===== src/rtl/biriscv_div_wb_ctrl.sv =====
// Divider result tracking and writeback control: records the pending rd, stalls decode, holds the result for the writeback arbiter.
// Optional issue-to-result watchdog enabled by defining BIRISCV_DIV_WB_TIMEOUT_EN.
//
// state | meaning
// IDLE  | no divide outstanding
// BUSY  | divide in flight, result will be written back
// DRAIN | divide killed by flush, waiting to discard its result
// HOLD  | result captured, waiting for writeback grant
module biriscv_div_wb_ctrl #(
    parameter int TIMEOUT_CYCLES = 40
) (
    input  logic        clk_i,
    input  logic        rst_i,
    input  logic        issue_valid_i,
    input  logic [4:0]  issue_rd_idx_i,
    input  logic [31:0] issue_pc_i,
    input  logic        flush_i,
    input  logic [4:0]  dec_ra_idx_i,
    input  logic [4:0]  dec_rb_idx_i,
    input  logic [4:0]  dec_rd_idx_i,
    input  logic        div_valid_i,
    input  logic [31:0] div_value_i,
    input  logic        wb_ready_i,
    output logic        div_busy_o,
    output logic        hazard_o,
    output logic        wb_valid_o,
    output logic [4:0]  wb_rd_idx_o,
    output logic [31:0] wb_value_o,
    output logic [31:0] wb_pc_o,
    output logic        timeout_o
);

    typedef enum logic [1:0] {
        ST_IDLE  = 2'd0,
        ST_BUSY  = 2'd1,
        ST_DRAIN = 2'd2,
        ST_HOLD  = 2'd3
    } state_t;

    state_t      state_q;
    state_t      state_d;
    logic [4:0]  rd_q;
    logic [31:0] pc_q;
    logic [31:0] value_q;
    logic        capture_issue;
    logic        capture_value;
    logic        timeout_hit;

    always_comb begin
        state_d       = state_q;
        capture_issue = 1'b0;
        capture_value = 1'b0;
        case (state_q)
            ST_IDLE: begin
                if (issue_valid_i) begin
                    if (flush_i) begin
                        state_d = ST_DRAIN;
                    end else begin
                        capture_issue = 1'b1;
                        state_d       = ST_BUSY;
                    end
                end
            end
            ST_BUSY: begin
                if (div_valid_i) begin
                    if (!flush_i) begin
                        capture_value = 1'b1;
                        state_d       = (rd_q != 5'd0) ? ST_HOLD : ST_IDLE;
                    end else begin
                        state_d = ST_IDLE;
                    end
                end else if (flush_i) begin
                    state_d = ST_DRAIN;
                end
            end
            ST_DRAIN: begin
                if (div_valid_i) begin
                    state_d = ST_IDLE;
                end
            end
            ST_HOLD: begin
                if (wb_ready_i) begin
                    state_d = ST_IDLE;
                end
            end
            default: state_d = ST_IDLE;
        endcase
        // A stuck divider abandons the operation; nothing is written back.
        if (timeout_hit) begin
            state_d       = ST_IDLE;
            capture_value = 1'b0;
        end
    end

    always_ff @(posedge clk_i) begin
        if (rst_i) begin
            state_q <= ST_IDLE;
            rd_q    <= 5'd0;
            pc_q    <= 32'd0;
            value_q <= 32'd0;
        end else begin
            state_q <= state_d;
            if (capture_issue) begin
                rd_q <= issue_rd_idx_i;
                pc_q <= issue_pc_i;
            end
            if (capture_value) begin
                value_q <= div_value_i;
            end
        end
    end

`ifdef BIRISCV_DIV_WB_TIMEOUT_EN
    localparam logic [7:0] TIMEOUT_LAST = 8'(TIMEOUT_CYCLES - 1);

    logic [7:0] cnt_q;
    logic       timeout_q;
    logic       counting;
    logic       entering;

    assign counting    = (state_q == ST_BUSY) || (state_q == ST_DRAIN);
    assign entering    = ((state_d == ST_BUSY) || (state_d == ST_DRAIN)) && (state_d != state_q);
    assign timeout_hit = counting && !div_valid_i && (cnt_q == TIMEOUT_LAST);

    always_ff @(posedge clk_i) begin
        if (rst_i) begin
            cnt_q     <= 8'd0;
            timeout_q <= 1'b0;
        end else begin
            if (timeout_hit) begin
                timeout_q <= 1'b1;
            end
            if (entering) begin
                cnt_q <= 8'd0;
            end else if (counting) begin
                cnt_q <= cnt_q + 8'd1;
            end
        end
    end

    assign timeout_o = timeout_q;
`else
    assign timeout_hit = 1'b0;
    // The watchdog limit has no effect without the counter.
    assign timeout_o   = 1'b0 & (TIMEOUT_CYCLES != 0);
`endif

    assign div_busy_o  = (state_q != ST_IDLE);
    assign wb_valid_o  = (state_q == ST_HOLD);
    assign wb_rd_idx_o = rd_q;
    assign wb_value_o  = value_q;
    assign wb_pc_o     = pc_q;

    // Destination match on decode rd catches WAW as well as RAW.
    assign hazard_o = ((state_q == ST_BUSY) || (state_q == ST_HOLD)) && (rd_q != 5'd0) &&
                      ((dec_ra_idx_i == rd_q) || (dec_rb_idx_i == rd_q) || (dec_rd_idx_i == rd_q));

endmodule


===== config.mk =====
export PLATFORM = sky130hd
export DESIGN_NAME = biriscv_div_wb_ctrl
export DESIGN_NICKNAME = d
export VERILOG_FILES = /design/src/rtl/biriscv_div_wb_ctrl.sv
export SDC_FILE = /design/constraint.sdc
export NUM_CORES = 1
export LEC_CHECK = 0
export ABC_AREA = 1
export CORE_AREA = 10 10 98 100
export CTS_CLUSTER_SIZE = 40
export DETAILED_ROUTE_END_ITERATION = 10
export DIE_AREA = 0 0 108 110
export PLACE_DENSITY_LB_ADDON = 0.3
export SYNTH_ARGS = -nofsm -noshare
export SYNTH_HDL_FRONTEND = slang
export SYNTH_SLANG_ARGS = --single-unit

===== constraint.sdc =====
create_clock -name clk_i -period 1.44 [get_ports clk_i]
set_input_delay 0.144 -clock clk_i [delete_from_list [all_inputs] [get_ports clk_i]]
set_output_delay 0.144 -clock clk_i [all_outputs]
set_load 0.005 [all_outputs]

== Word-level counts from Yosys, hierarchy flattened ==
Cells that the tools add are included.

* Register bits: 71
* Input port bits: 90
* Output and inout port bits: 73
* Word-level logic and storage cells: 37

* Equality and inequality tests: 10
* Multiplexer cells: 14
* Reduce and logical (&&, ||, !) cells: 9

{| class="wikitable"
|+ Operators by type and width
! kind !! number
|-
| 2-bit two-way mux || 8
|-
| 5-bit == test || 3
|-
| 2-bit one-hot mux with 4 select lines || 1
|-
| 2-bit != test, second input constant || 3
|-
| 1-bit two-way mux || 5
|-
| 5-bit nonzero test || 1
|-
| 2-bit == test, second input constant || 2
|-
| 4-bit AND reduction || 1
|-
| 1-bit logical OR || 3
|-
| 3-bit != test, second input constant || 1
|-
| 2-bit by 1-bit == test with 1-bit output, second input constant || 1
|-
| 1-bit logical AND || 2
|-
| 2-bit logical NOT || 1
|-
| 2-bit nonzero test || 1
|}

== Logic depth before layout (Yosys ltp) ==
Gate-level depths: netlist (run 1).

* Depth in word-level cells: 5
* Depth in mapped cells: 8
* Gate-level depth less buffers: 8

== Least setup slack after synthesis (run 1) ==
OpenSTA, ideal clock, no wires.

* Kind: register -> register
* Start: reg state_q[0]
* End: reg value_q[10], in the netlist wb_value_o[10]
* Setup time: 0.140 ns
* Data arrival time: 1.126 ns
* Data required time: 1.300 ns
* Path slack: 0.174 ns
* Cell stages (with the launch flop): 7
* Clock period less this slack: 1.266 ns
* Cells stage by stage: dfxtp_1 -> nand2_2 -> nor3_4 -> inv_2 -> buf_6 -> nand2_1 -> a21oi_2

* Longest elaborated chain between the ends: 2

{| class="wikitable"
|+ RTL lines
! element !! line !! RTL
|-
| start, declared || 40 || <nowiki>state_t state_q;</nowiki>
|-
| start signal, assigned || 102 || <nowiki>state_q <= state_d;</nowiki>
|-
| 2-bit by 1-bit == test with 1-bit output || 53 || <nowiki>case (state_q)</nowiki>
|-
| 1-bit two-way mux || 53 ||
|-
| end signal, assigned || 108 || <nowiki>value_q <= div_value_i;</nowiki>
|-
| end, declared || 44 || <nowiki>logic [31:0] value_q;</nowiki>
|}

No other way between the ends.
A chain may end at the register's enable or synchronous reset.

== Final worst setup path (run 1) ==
* Start: reg rd_q[0], in the netlist wb_rd_idx_o[0]
* End: out hazard_o

* Longest elaborated chain between the ends: 4
* Elaborated cells between the ends (all ways): 8

{| class="wikitable"
|+ RTL lines
! element !! line !! RTL
|-
| start, declared || 42 || <nowiki>logic [4:0] rd_q;</nowiki>
|-
| start signal, assigned || 104 || <nowiki>rd_q <= issue_rd_idx_i;</nowiki>
|-
| 5-bit == test || 156 || <nowiki>((dec_ra_idx_i == rd_q) || (dec_rb_idx_i == rd_q) || (dec_rd_idx_i == rd_q));</nowiki>
|-
| 1-bit logical OR (2 in series) || 156 ||
|-
| 1-bit logical AND * || 155 || <nowiki>assign hazard_o = ((state_q == ST_BUSY) || (state_q == ST_HOLD)) && (rd_q != 5'd0) &&</nowiki>
|-
| end, declared || 25 || <nowiki>output logic hazard_o,</nowiki>
|}

Mark *: on every way between the ends. The rest lies on a longest branch, timed or not.

==> impl_metrics.csv, run 1 <==
group,metric,value,unit
synth,synth.avg_cell_area,7.36,sq um
timing,fmax,641,MHz
timing,drv_slew,0,
timing,hold_violations,0,
synth,syn_nets,489,
status,violations,"negative setup slack",
drt,ant_nets,0,
worst_setup_path,critPathMaxFanout,5,
final_layout,antenna_cells,0,
global_routing,grt_overflow,0,
power,leakage,1.97,nW
cts,cts_hold_buf,0,
global_routing,grt_max_degree,42,
drt,wire_per_inst,14.6,um
drt,wl,9.95,mm
global_routing,top_usage_layer,"met2",
global_routing,grt.met2_usage,0.286,
cts,clock-sinks,71,
place,pre_cts_ws,-0.385,ns
timing,fin_crit,1.56,ns
place,port_buffers,161,
worst_setup_path,critPathLaunchType,"register",
place,place.gp.congestion,0.881,
worst_setup_path,rr_startpoint,"state_q[1]$_SDFFE_PP0P_",
place,detailed_place_hpwl,7.51,mm
die,io_pins,163,
worst_setup_path,critPathCaptureType,"primary output",
die,core_area,7650,sq um
drt,drc,0,
synth,yosys.area.top_type_share,0.484,
cts,clkTransAtPathRegs,0.08,ns
global_routing,grtUsageTotal,0.157,
power,power_density,950,nW/um^2
synth,syn_area,2940,sq um
cts,cts_tree,"yes",
timing,finalSetupTns,-0.120,ns
global_routing,gr-usage-met3,0.0557,
synth,synthTopCellsByCount,"171 x nand2_1, 71 x dfxtp_1, 50 x a21oi_1",
cts,clockBufferDepth,2,
drt,dr.pass1.iters,4,
hold_path,min_from,"rst_i",
final_layout,nets,665,
worst_setup_path,crit_path_start,"wb_rd_idx_o[0]$_SDFFE_PP0P_",
synth,async_reset_ff_frac,0,
timing,setup_viol,1,
hold_path,hp-class,"input port to register",
worst_setup_path,required,1.30,ns
die,die_y,110,um
synth,yosysSeqAreaShare,0.484,
cts,clockRootBuffer,"clkbuf_8",
global_routing,use_met1,0.166,
power,ir_drop,0.566,mV
global_routing,first_global_vias,3064,
final_layout,final_util,0.656,
timing,rsz0062_at_grt,"true",
global_routing,grt_pass1_wl,15.0,mm
cts,insertion_delay,0.32,ns
timing,finalCritPeriodShare,1.08,
synth,ys_top_cells_by_area,"dfxtp_1 48%, nand2_1 22%, a21oi_1 8.5%, a21oi_2 4.8%, inv_1 3.3%",
status,status,"complete, but fails checks",
flow_run,cap_violations,0,
die,row_count,32,
timing,timing.final.ws_setup,-0.120,ns
synth,synth_area_leader_cell,"dfxtp_1",
synth,yosysMostFrequentCell,"nand2_1",
cts,htree_levels,3,
synth,yosys_warnings,0,
synth,ys_seq_elements,71,
die,chipWidth,108,um
synth,synth_edf_count,0,
global_routing,antenna_found_initial,0,
timing,fin_worst_skew,0.0104,ns
final_layout,area_growth,70.9,%
synth,ys_types,23,
synth,netlist_instances,399,
worst_setup_path,path_class,"register to primary output",
drt,viasPerCell,4.54,
final_layout,final_cells,681,
die,initial_utilization,0.384,
place,dp_cells,662,
cts,numCtsBuffers,9,
drt,drt-initial-drc-count,86,
final_layout,drive_gt1_frac,0.140,
die,fp.dieArea,11900,sq um
worst_setup_path,crit_arrival,1.42,ns
timing,hold_slack,0.229,ns
synth,yosys_most_used_dff,"dfxtp_1",
drt,vias,3091,
## sequential cells by signal (all words and copies together), names as in the netlist
| name | count |
|---|---|
| state_q | 2 |
| wb_value_o | 32 |
| wb_rd_idx_o | 5 |
| wb_pc_o | 32 |
## worst paths after layout
path / end / slack, ns / depth (start not counted)
worst min register to register: wb_value_o[31]$_SDFFE_PP0P_ / 0.46 / 2
worst max-delay path: hazard_o / -0.12 / 9
worst max register to register: wb_value_o[1]$_SDFFE_PP0P_ / 0.12 / 6
worst min-delay path: state_q[1]$_SDFFE_PP0P_ / 0.23 / 2
## worst max-delay path, stage by stage, from the launching register on
cell and delay (ns):
dfxtp_4 0.37, buf_6 0.12, nand2_2 0.05, nand2_2 0.05, nor2_2 0.12, nand3_1 0.09, nand3_1 0.10, nand2_1 0.05
inv_1 0.05, buf_2 0.10
## logic make-up (layout without fill, tap and decap cells)
| family | Yosys count | in the layout | share of synthesized area |
|---|---|---|---|
| DFF | 71 | 71 | 0.484 |
| buffers and inverters | 50 | 230 | 0.0861 |
| and+or+nand+nor | 198 | 198 | 0.264 |
| AOI/OAI and AO/OA | 75 | 75 | 0.153 |
| other | 1 | 1 | 0.00128 |
| xor gates and xnor gates | 4 | 4 | 0.0119 |
## repair_timing
| action | CTS | global route |
|---|---|---|
| endpoints found under the setup margin | 7 | 36 |
| gates resized for setup | 26 | 16 |
| cloned | 0 | 0 |
| pin swaps | 11 | 13 |
| buffers inserted | 7 | 0 |
## cell usage in the layout, fill, tap and decap left out
cell	instances
nand2_1	166
clkdlybuf4s50_1	154
dfxtp_1	64
a21oi_1	49
inv_1	23
buf_4	18
a21oi_2	17
nor2_1	15
clkbuf_8	10
nand2_2	6
nand3_1	5
a211oi_1	5
buf_6	5
inv_2	4
o21ai_0	4
dfxtp_2	4
xnor2_1	3
dlygate4sd2_1	3
buf_12	3
dfxtp_4	3
nor2_4	2
clkbuf_1	2
buf_2	2
dlymetal6s2s_1	2
xor2_1	1
nor2_2	1
nand4_1	1
nand3_4	1
nor3_4	1
inv_4	1
conb_1	1
clkinv_4	1
clkinv_2	1
bufinv_16	1
## routing by layer
layer	share of wire	up-vias	routed length (um)
li1	-	1596	-
met1	0.40	1404	4030
met4	0.0097	0	97
met3	0.071	4	704
met5	0	-	0
met2	0.51	87	5120
## where the power goes
part	switching, mW	internal, mW	total, mW
sequential	0.0725	2.07	2.14
combinational	0.450	0.633	1.08
clock	0.699	0.841	1.54
total	1.22	3.55	4.77
## through the flow
step,area [sq um],power [mW]
after floorplan,2940,2.58
after global placement,4730,3.19
after detailed placement,4730,3.20
after CTS,5000,4.84
after global routing,5020,5.02
final,5020,4.77
## area by class of cell
type | count | area [sq um]
fillers | 667 | 2630
repair buffers | 187 | 1850
flip-flops and latches | 71 | 1440
multi-input cells | 278 | 1300
clock buffers | 12 | 145
well taps | 102 | 128
inverters | 28 | 108
clock inverters | 3 | 43.8
No activity file was read; power rests on OpenSTA's default activity.
==> run 2: changes to the inputs <==
==> constraint.sdc (replaced) <==
create_clock -name clk_i -period 1.44 [get_ports clk_i]
set_input_delay 0.144 -clock clk_i [delete_from_list [all_inputs] [get_ports clk_i]]
set_output_delay 0.144 -clock clk_i [all_outputs]
set_load 0.02 [all_outputs]
==> impl_metrics.csv, run 2 (synthesized netlist as in run 1, its figures left out) <==
group,metric,value,unit
status,status,"complete, but fails checks",
status,violations,"negative setup slack",
final_layout,area_growth,68.8,%
cts,numCtsBuffers,9,
drt,drt-initial-drc-count,83,
global_routing,first_global_vias,2978,
die,row_count,32,
worst_setup_path,critPathMaxFanout,4,
power,total_power,4.85,mW
final_layout,fin_area,4960,sq um
timing,hold_violations,0,
die,fp.dieArea,11900,sq um
global_routing,grt_pass1_wl,14.9,mm
timing,rsz0062_at_grt,"true",
place,pre_cts_ws,-0.489,ns
worst_setup_path,crit_chain,"buf_6 -> nand2_2 -> nand2_2 -> nor2_2 -> nand3_1 -> nand3_1 -> nand2_1 -> inv_1 -> buf_6",
timing,finalCritPeriodShare,1.05,
timing,fin_worst_skew,0.0137,ns
worst_setup_path,critPathLaunchType,"register",
drt,wire_per_inst,14.5,um
worst_setup_path,max_stage_delay,0.33,ns
worst_setup_path,crit_arrival,1.37,ns
cts,clkTransAtPathRegs,0.08,ns
worst_setup_path,cp_num_buf_inv,3,
place,dp_cells,662,
final_layout,fillers,694,
worst_setup_path,critPathCaptureType,"primary output",
worst_setup_path,r2r_setup_slack,0.09,ns
power,power_density,978,nW/um^2
flow_run,cap_violations,0,
worst_setup_path,crit_end,"hazard_o",
final_layout,final_cells,683,
die,die_y,110,um
worst_setup_path,crit_path_start,"wb_rd_idx_o[1]$_SDFFE_PP0P_",
drt,dr.pass1.iters,4,
cts,clockRootBuffer,"clkbuf_8",
global_routing,grt_overflow,0,
cts,htree_levels,3,
place,place.gp.congestion,0.886,
final_layout,nets,666,
timing,drv_slew,0,
timing,fmax,661,MHz
timing,setup_viol,1,
place,detailed_place_hpwl,7.50,mm
global_routing,antenna_found_initial,0,
worst_setup_path,rr_endpoint,"state_q[1]$_SDFFE_PP0P_",
place,placed_cell_area,4730,sq um
global_routing,grtUsageTotal,0.156,
final_layout,layout_common_cells,"166 x nand2_1, 88 x clkdlybuf4s50_1, 66 x dlygate4sd2_1, 65 x dfxtp_1, 50 x a21oi_1",
drt,vias,3075,
worst_setup_path,cp_slowest_cell,"dfxtp_2",
cts,clockBufferDepth,2,
worst_setup_path,reg2reg_depth,9,
worst_setup_path,path_depth,9,
worst_setup_path,critPathTopFamily,"simple AND/OR/NAND/NOR gates",
power,leakage,2.30,nW
power,ir_drop,0.897,mV
place,port_buffers,161,
drt,ant_nets,0,
drt,viasPerCell,4.50,
worst_setup_path,required,1.30,ns
worst_setup_path,rr_startpoint,"wb_rd_idx_o[0]$_SDFFE_PP0P_",
timing,fin_crit,1.51,ns
hold_path,hp-class,"input port to register",
die,chipWidth,108,um
final_layout,antenna_cells,0,
final_layout,drive_gt1_frac,0.143,
global_routing,grt_max_degree,42,
drt,drc,0,
timing,finalSetupTns,-0.0725,ns
die,initial_utilization,0.384,
cts,cts_hold_buf,0,
cts,cts_tree,"yes",
cts,clock-sinks,71,
timing,timing.final.ws_setup,-0.0725,ns
worst_setup_path,path_class,"register to primary output",
cts,insertion_delay,0.33,ns
drt,wl,9.90,mm
die,core_area,7650,sq um
die,io_pins,163,
final_layout,mostFrequentLayoutCell,"nand2_1",
-- run 2: worst min path at each step --
stage	end	startpoint	depth (start not counted)
after floorplan	wb_pc_o[7]$_SDFFE_PP0P_	issue_pc_i[7]	2
after global placement	wb_value_o[26]$_SDFFE_PP0P_	wb_value_o[26]$_SDFFE_PP0P_	2
after detailed placement	wb_value_o[31]$_SDFFE_PP0P_	wb_value_o[31]$_SDFFE_PP0P_	2
after CTS	wb_value_o[4]$_SDFFE_PP0P_	rst_i	2
after global routing	wb_value_o[3]$_SDFFE_PP0P_	rst_i	2
final	wb_value_o[4]$_SDFFE_PP0P_	rst_i	2
-- run 2: routing by layer --
layer  up-vias  GRT usage  part of all wire
li1       1600          -                 -
met1      1381      0.169              0.39
met2        86      0.273              0.51
met3         8     0.0592             0.087
met4         0     0.0553             0.012
met5         -          0                 0
-- run 2: timing repair --
item                                    CTS  global route
endpoints found under the setup margin   68            48
pin swaps                                 1            20
gates resized for setup                  78            29
setup buffers                             0             4
cloned                                    0             1
-- run 2: power by group --
group / internal (mW) / switching (mW) / total (mW)
sequential: 2.07 / 0.0711 / 2.14
combinational: 0.570 / 0.557 / 1.13
clock: 0.803 / 0.776 / 1.58
total: 3.44 / 1.40 / 4.85
-- run 2: stage by stage --
stage / util / hold WS [ns]
5_1_grt: 0.648 / 0.248
3_5_place_dp: 0.618 / 0.453
4_1_cts: 0.634 / 0.217
3_3_place_gp: 0.618 / 0.447
2_1_floorplan: - / 0.287
6_report: 0.648 / 0.222
-- run 2: area by class of cell --
cell class | count | area, sq um | area share
multi-input cells | 278 | 1290 | 0.261
flip-flops and latches | 71 | 1430 | 0.289
repair buffers | 188 | 1800 | 0.362
inverters | 28 | 110 | 0.0222
clock inverters | 7 | 73.8 | 0.0149
well taps | 102 | 128 | 0.0257
clock buffers | 9 | 124 | 0.0250
==> run 3: changes to the inputs <==
--- a/config.mk
+++ b/config.mk
@@ -6,11 +6,12 @@
 export NUM_CORES = 1
 export LEC_CHECK = 0
 export ABC_AREA = 1
+export CAP_MARGIN = 30
 export CORE_AREA = 10 10 98 100
 export CTS_CLUSTER_SIZE = 40
 export DETAILED_ROUTE_END_ITERATION = 10
 export DIE_AREA = 0 0 108 110
-export PLACE_DENSITY_LB_ADDON = 0.3
+export PLACE_DENSITY = 0.88
 export SYNTH_ARGS = -nofsm -noshare
 export SYNTH_HDL_FRONTEND = slang
 export SYNTH_SLANG_ARGS = --single-unit
==> impl_metrics.csv, run 3 (synthesized netlist as in run 1, its figures left out) <==
group,metric,value,unit
status,status,"complete, but fails checks",
status,violations,"negative setup slack",
die,io_pins,163,
drt,ant_nets,0,
place,port_buffers,161,
cts,insertion_delay,0.33,ns
drt,viasPerCell,4.71,
cts,numCtsBuffers,9,
final_layout,antenna_cells,0,
power,power_density,998,nW/um^2
hold_path,min_from,"rst_i",
place,pre_cts_ws,-0.471,ns
final_layout,mostFrequentLayoutCell,"nand2_1",
worst_setup_path,critPathMaxFanout,3,
worst_setup_path,reg2reg_depth,7,
timing,fin_crit,1.55,ns
timing,drv_slew,0,
worst_setup_path,crit_arrival,1.41,ns
die,fp.dieArea,11900,sq um
global_routing,grtUsageTotal,0.169,
worst_setup_path,path_class,"register to primary output",
final_layout,fillers,641,
die,chipWidth,108,um
worst_setup_path,critPathCaptureType,"primary output",
timing,finalSetupTns,-0.111,ns
global_routing,grt_overflow,0,
power,total_power,5.01,mW
drt,drt-initial-drc-count,107,
power,leakage,2.42,nW
place,dp_cells,666,
timing,hold_violations,0,
die,core_area,7650,sq um
final_layout,area_growth,70.9,%
worst_setup_path,rr_startpoint,"state_q[1]$_SDFFE_PP0P_",
die,initial_utilization,0.384,
die,row_count,32,
place,detailed_place_hpwl,8.16,mm
die,die_y,110,um
cts,cts_tree,"yes",
worst_setup_path,required,1.30,ns
power,ir_drop,0.771,mV
drt,wire_per_inst,15.4,um
timing,rsz0062_at_grt,"true",
worst_setup_path,critPathLaunchType,"register",
final_layout,drive_gt1_frac,0.148,
cts,clock-sinks,71,
final_layout,nets,667,
final_layout,layout_common_cells,"165 x nand2_1, 88 x clkdlybuf4s50_1, 65 x dfxtp_1, 57 x dlygate4sd2_1, 50 x a21oi_1",
timing,timing.final.ws_setup,-0.111,ns
drt,dr.pass1.iters,4,
drt,vias,3219,
global_routing,first_global_vias,3333,
global_routing,grt_max_degree,42,
hold_path,hold_depth,2,
cts,clkTransAtPathRegs,0.07,ns
global_routing,grt_pass1_wl,16.1,mm
hold_path,hp-class,"input port to register",
timing,setup_viol,1,
final_layout,final_cells,684,
cts,htree_levels,3,
cts,clockBufferDepth,2,
place,place.gp.congestion,0.904,
drt,drc,0,
drt,wl,10.5,mm
flow_run,cap_violations,0,
timing,fin_worst_skew,0.00913,ns
cts,clockRootBuffer,"clkbuf_8",
timing,finalCritPeriodShare,1.08,
global_routing,antenna_found_initial,0,
timing,fmax,645,MHz
worst_setup_path,crit_path_start,"wb_rd_idx_o[1]$_SDFFE_PP0P_",
==> run 3: cell types whose count changed in the layout (fill, tap and decap cells not counted), moves of 2 or more <==
cell            previous run  this run
dlymetal6s2s_1             4        12
clkinv_4                   3         0
dlygate4sd2_1             66        57
buf_4                     18        20
==> run 3: where the power goes <==
| group | total [mW] | switching, mW | internal, mW | leakage [nW] |
|---|---|---|---|---|
| registers | 2.15 | 0.0748 | 2.07 | 0.580 |
| clock network | 1.71 | 0.744 | 0.971 | 0.102 |
| logic | 1.15 | 0.573 | 0.577 | 1.73 |
| total | 5.01 | 1.39 | 3.62 | 2.42 |
==> run 3: through the flow <==
step / cell area (sq um) / hold WS, ns / utilization
after global routing: 5020 / 0.261 / 0.656
after global placement: 4760 / 0.448 / 0.622
after detailed placement: 4760 / 0.455 / 0.622
after CTS: 4920 / 0.246 / 0.644
after floorplan: 2940 / 0.287 / -
final: 5020 / 0.267 / 0.656
==> run 3: worst paths after layout <==
path / endpoint / slack, ns
setup / recovery: hazard_o / -0.11
setup reg to reg: wb_value_o[28]$_SDFFE_PP0P_ / 0.12
hold reg to reg: wb_value_o[9]$_SDFFE_PP0P_ / 0.46
hold / removal: wb_value_o[4]$_SDFFE_PP0P_ / 0.27
==> run 3: layout make-up <==
cell class | count | area (sq um) | area share
Timing Repair Buffer | 189 | 1830 | 0.364
Clock buffer | 10 | 128 | 0.0254
Sequential cell | 71 | 1430 | 0.286
Inverter | 28 | 113 | 0.0224
Tap cell | 102 | 128 | 0.0254
Multi-Input combinational cell | 278 | 1300 | 0.260
Clock inverter | 6 | 85.1 | 0.0170
==> run 3: worst max-delay path, stage by stage (launching register included) <==
cell     delay (ns)
dfxtp_2        0.34
buf_6          0.12
nand2_2        0.06
nand2_1        0.04
nor2_1         0.12
nand3_1        0.08
nand3_1        0.09
nand2_1        0.05
inv_1          0.07
buf_6          0.12
==> run 3: metal layers <==
metal	vias up	part of all wire	track usage
met5	-	0	0
met1	1499	0.37	0.164
li1	1602	-	-
met4	0	0.014	0.0429
met2	102	0.53	0.315
met3	16	0.082	0.0789
==> run 3: timing repair <==
| item | in CTS | in global routing |
|---|---|---|
| setup endpoints to repair | 123 | 47 |
| setup buffers | 0 | 2 |
| pin swaps | 2 | 11 |
| hold buffers | 0 | 0 |
| gates resized for setup | 77 | 33 |
